<file path="src/rtl/register_scoreboard.sv">
// register_scoreboard: per-register in-flight write tracker that raises the ID-stage stall request
// Ports:
//   clk, rst (async, active-low)      clock and reset
//   freeze                            whole pipeline held; no issue or retire counted
//   ID_issue/ID_WB_EN/ID_MEM_R_EN     issuing instruction moves to EXE / writes a reg / is a load
//   ID_Dest                           destination of the issuing instruction
//   WB_WB_EN/WB_Dest                  register-file write retiring this cycle
//   src1/src2/Two_src                 operands of the instruction in ID
//   forward_EN                        forwarding active: stall only on load-use
//   hazard_detected                   stall request toward IF/ID
//   pending_mask                      registers with an outstanding write
//   sb_error                          sticky counter overflow/underflow
module register_scoreboard #(
    parameter int REG_COUNT = 16,
    parameter int ADDR_W    = 4,
    parameter int CNT_W     = 2
) (
    input  logic                 clk,
    input  logic                 rst,
    input  logic                 freeze,
    input  logic                 ID_issue,
    input  logic                 ID_WB_EN,
    input  logic                 ID_MEM_R_EN,
    input  logic [ADDR_W-1:0]    ID_Dest,
    input  logic                 WB_WB_EN,
    input  logic [ADDR_W-1:0]    WB_Dest,
    input  logic [ADDR_W-1:0]    src1,
    input  logic [ADDR_W-1:0]    src2,
    input  logic                 Two_src,
    input  logic                 forward_EN,
    output logic                 hazard_detected,
    output logic [REG_COUNT-1:0] pending_mask,
    output logic                 sb_error
);
    localparam logic [CNT_W-1:0] CNT_MAX = '1;
    localparam logic [CNT_W-1:0] CNT_ONE = CNT_W'(1);

    logic [CNT_W-1:0]     cnt     [REG_COUNT];
    logic [CNT_W-1:0]     cnt_nxt [REG_COUNT];
    logic                 ex_load_valid;
    logic [ADDR_W-1:0]    ex_load_dest;
    logic [REG_COUNT-1:0] busy, iss_hit, ret_hit;
    logic                 issue_acc, retire_acc, err_hit;

    // The register file writes on the falling edge, so a last write retiring
    // this cycle no longer blocks a reader.
    always_comb begin
        for (int r = 0; r < REG_COUNT; r++)
            busy[r] = cnt[r] != '0 && !(WB_WB_EN && WB_Dest == ADDR_W'(r) && cnt[r] == CNT_ONE);
    end

    assign pending_mask    = busy;
    assign hazard_detected = forward_EN
        ? ex_load_valid && (src1 == ex_load_dest || (Two_src && src2 == ex_load_dest))
        : busy[src1] || (Two_src && busy[src2]);
    assign issue_acc  = ID_issue && ID_WB_EN && !freeze && !hazard_detected;
    assign retire_acc = WB_WB_EN && !freeze;

    // Issue and retire on the same register cancel; saturating ends flag an error.
    always_comb begin
        err_hit = 1'b0;
        for (int r = 0; r < REG_COUNT; r++) begin
            iss_hit[r] = issue_acc && ID_Dest == ADDR_W'(r);
            ret_hit[r] = retire_acc && WB_Dest == ADDR_W'(r);
            cnt_nxt[r] = (iss_hit[r] && !ret_hit[r] && cnt[r] != CNT_MAX) ? cnt[r] + CNT_ONE :
                         (ret_hit[r] && !iss_hit[r] && cnt[r] != '0)      ? cnt[r] - CNT_ONE : cnt[r];
            err_hit    = err_hit || (iss_hit[r] && !ret_hit[r] && cnt[r] == CNT_MAX)
                                 || (ret_hit[r] && !iss_hit[r] && cnt[r] == '0);
        end
    end

    always_ff @(posedge clk or negedge rst) begin
        if (!rst) begin
            for (int r = 0; r < REG_COUNT; r++) cnt[r] <= '0;
            ex_load_valid <= 1'b0;
            ex_load_dest  <= '0;
            sb_error      <= 1'b0;
        end else begin
            for (int r = 0; r < REG_COUNT; r++) cnt[r] <= cnt_nxt[r];
            if (!freeze) begin
                ex_load_valid <= issue_acc && ID_MEM_R_EN;
                ex_load_dest  <= ID_Dest;
            end
            sb_error <= sb_error || err_hit;
        end
    end
endmodule

</file>
<file path="config.mk">
export PLATFORM = sky130hd
export DESIGN_NAME = register_scoreboard
export DESIGN_NICKNAME = d
export VERILOG_FILES = /design/src/rtl/register_scoreboard.sv
export SDC_FILE = /design/constraint.sdc
export NUM_CORES = 1
export LEC_CHECK = 0
export BUFFER_PORTS_ARGS = -buffer_cell sky130_fd_sc_hd__buf_2
export CAP_MARGIN = 20
export CORE_ASPECT_RATIO = 1.1
export CORE_MARGIN = 3
export CORE_UTILIZATION = 54
export CTS_CLUSTER_SIZE = 14
export DETAILED_ROUTE_END_ITERATION = 12
export GPL_TIMING_DRIVEN = 0
export MAX_ROUTING_LAYER = met4
export PLACE_DENSITY_LB_ADDON = 0.15
export SYNTH_ARGS = -nofsm -noshare
export SYNTH_HDL_FRONTEND = slang
export SYNTH_SLANG_ARGS = --single-unit
</file>
<file path="constraint.sdc">
create_clock -name clk -period 3.25 [get_ports clk]
set_input_delay 0.1625 -clock clk [delete_from_list [all_inputs] [get_ports clk]]
set_output_delay 0.1625 -clock clk [all_outputs]
set_load 0.005 [all_outputs]
</file>
==> run metrics <==
outcome=finished, violations left; failing checks=negative hold slack; CP Launch Type=flop; vias in the first global route=approximately 4.4k; worst-case clock buffer depth=2; DR vias=between 4k and 5k; initial antenna violation count=0; Nets=a little under 700; Starting DRT DRC Count=roughly 470; Pwr Density=approximately 620 mW/mm^2; DRC viols=0; number of inserted diodes=0; placed cell count=700; cell taking the most area after synthesis=dfrtp_1; Crit path largest cell delay=approximately 400 ps; Detail Route Antenna Nets=0; Port Buf Inserts=37; overall power=between 3 and 4 mW; pin count of the biggest net entering global routing=39; share of layout cells above drive strength 1=about 16%; starting density of the core=55.93%; reg2reg end=cnt[15]; met2 usage=50.42%; Post-synth EDFFs=0; post-route setup TNS=0 ps; routability cong.=~0.95; crit path kind=flop to primary output; met3 GRT Util=between 5 and 6%; top post-synthesis cells by count=nand2_1 (52), nor2_1 (52), ha_1 (48); RSZ-0062 raised after global routing=false; CTS buffer count=5; Die Width=slightly above 90 um; GRT Max-Usage Layer=met2; R2R depth=13; Core Rows=34; GR Util All Layers=30.87%; met1 GRT Util=roughly two fifths; syn nets=628; Remaining Overflow, GRT=0; top achievable clock speed=approximately 320 MHz; final period utilization=between 90% and 100%; Hold Crit Class=input pin to async pin; register bit total from synthesis=38; area grow syn2layout=11.44%; Top-Level Pins=43; max-slew violations=0; Core Region=roughly 0.0080 mm^2; drt pass-1 iters=5; final core utilization=62.33%; Worst-Skew Late Latency=300 ps; Final Hold Viols=8; die area=between 0.009 and 0.01 mm^2; DP HPWL=approximately 11000 um; CP Max Fanout=10; number of library cell types mapped by synthesis=between 80 and 90; r2r startpoint=cnt[9]; hold_ws=-11.11 ps; sequential cell area fraction in the yosys report=around a fifth; cts hold-fix bufs=0; wire length per cell=around 20 um; DRT Wirelength=14230 um; Max Cap Viol=0; type of destination of the critical path=primary output; Setup violations, final=0; top_reg_cell synth=dfrtp_1; clk slew on worst S/H paths=80 ps; worst slew pin tran=between 1000 and 1500 ps; worst vdd ir=approximately 0.41 mV; reg-to-reg slack, setup=approximately 130 ps; Synth Area per Inst=between 8 and 9 um^2; Leakage=2.131 nW; Syn. warnings=0; final cell count without fillers=~700; fin crit period=3137 ps; critical-path cell list=inv_1 -> ha_1 -> and4b_2 -> a2111oi_2 -> a311oi_1 -> o311a_1 -> nor4_4 -> nor2_2 -> inv_2 -> buf_8 -> buf_4 -> buf_2; slowest CP cell=dfrtp_1; die height=slightly above 100 um; Synth area leaders=dfrtp_1 (21%), ha_1 (13%), nand2_1 (4.4%), nor2_1 (4.4%), a31oi_1 (3.8%); Yosys top cell area share=21.26%; H-tree levels=2; WP data required=about 3100 ps; global-route wire length before repair=roughly 22000 um; clk_skew=approximately 9.1 ps; WP data arrival=2970 ps; Vias/cell=6.520; Sink Count=38; Max-slew headroom=between 20% and 30%; TritonCTS clock tree=done; Synth async-reset ratio=100.0%; mapped cell area=between 0.004 and 0.005 mm^2; Gate Count Post-Synth=555; clk root buf=clkbuf_8
==> sequential cells by signal, summed over array words and instances (netlist names) <==
name           cells
ex_load_valid      1
ex_load_dest       4
cnt               32
sb_error           1
==> power by group <==
group	internal [mW]	switching, mW
combinational	0.807	1.09
sequential	0.650	0.207
clock	0.172	0.184
total	1.63	1.48
==> worst max-delay path, delay by kind of cell, from the launching register on <==
kind                       cells  cell delay, ps
DFF                            1             400
adders and majority gates      1             210
AOI/OAI and AO/OA              3             630
and+or+nand+nor                3             760
buffers and inverters          5             680
==> layer usage <==
| metal | wire length, um | part of all wire (%) |
|---|---|---|
| met1 | 5977 | 42 |
| met3 | 1227 | 8.6 |
| met5 | 0 | 0 |
| met2 | 6509 | 46 |
| met4 | 512 | 3.6 |
==> worst max-delay path by stage <==
stage | start | end | slack (ps) | cells past startpoint
2_1_floorplan | cnt[12] | cnt[15] | 360 | 13
3_3_place_gp | cnt[12] | cnt[19] | -60 | 13
3_5_place_dp | cnt[12] | cnt[19] | -80 | 13
4_1_cts | cnt[9] | sb_error | 40 | 13
5_1_grt | cnt[12] | cnt[15] | 0.2 | 13
6_report | cnt[9] | hazard_detected | 110 | 12
==> cell families after synthesis <==
kind of cell | Yosys count | synth area share, %
AND/OR/NAND/NOR | 228 | 27.33
AO/OA/AOI/OAI | 133 | 23.33
buffers and inverters | 70 | 6.769
adder cells (fa/ha/maj) | 48 | 13.43
flip-flops | 38 | 21.26
XOR/XNOR | 25 | 4.895
multiplexers | 13 | 2.993
==> stage by stage <==
stage	setup WS [ps]	area, um^2
CTS	44.01	4892
finish	112.8	4985
detailed placement	-82.29	4793
floorplan	359.7	4473
global placement	-59.08	4793
global route	0.2396	4985
==> what timing repair did <==
action,4_1_cts,5_1_grt
pin swaps,1,3
setup endpoints to repair,15,21
setup buffers,1,3
gates resized for setup,0,16
gates cloned,0,0
==> layout make-up <==
class                      instances  area, um^2
multi-input combinational        447        3281
clock buffer                       7       86.33
inverter                          41       153.9
timing repair buffer              41       215.2
sequential                        38       950.9
buffer                            29       157.7
fill                             760        3013
clock inverter                     1       5.005
tap                              108       135.1
==> cells in the final DEF (no fill, tap or decap), types with 6 or more instances in the layout <==
master	netlist	routed
a31oi_1	27	25
mux2i_1	10	10
xor2_1	6	6
o21ai_0	8	8
and2_1	9	9
nand2b_1	6	6
a211o_1	6	6
a311oi_1	12	12
and3_1	10	10
buf_2	11	46
nor2b_1	11	11
ha_1	48	47
clkbuf_1	14	15
nor2_1	52	52
a21oi_1	12	12
nand4_1	8	8
dfrtp_1	38	38
o211ai_1	7	7
nor3_1	23	23
nand2_1	52	52
inv_1	40	40
clkbuf_8	0	6
nand3_1	18	18
xnor2_1	19	19
buf_4	1	7
Note: power is estimated with default switching activity, not from simulation.
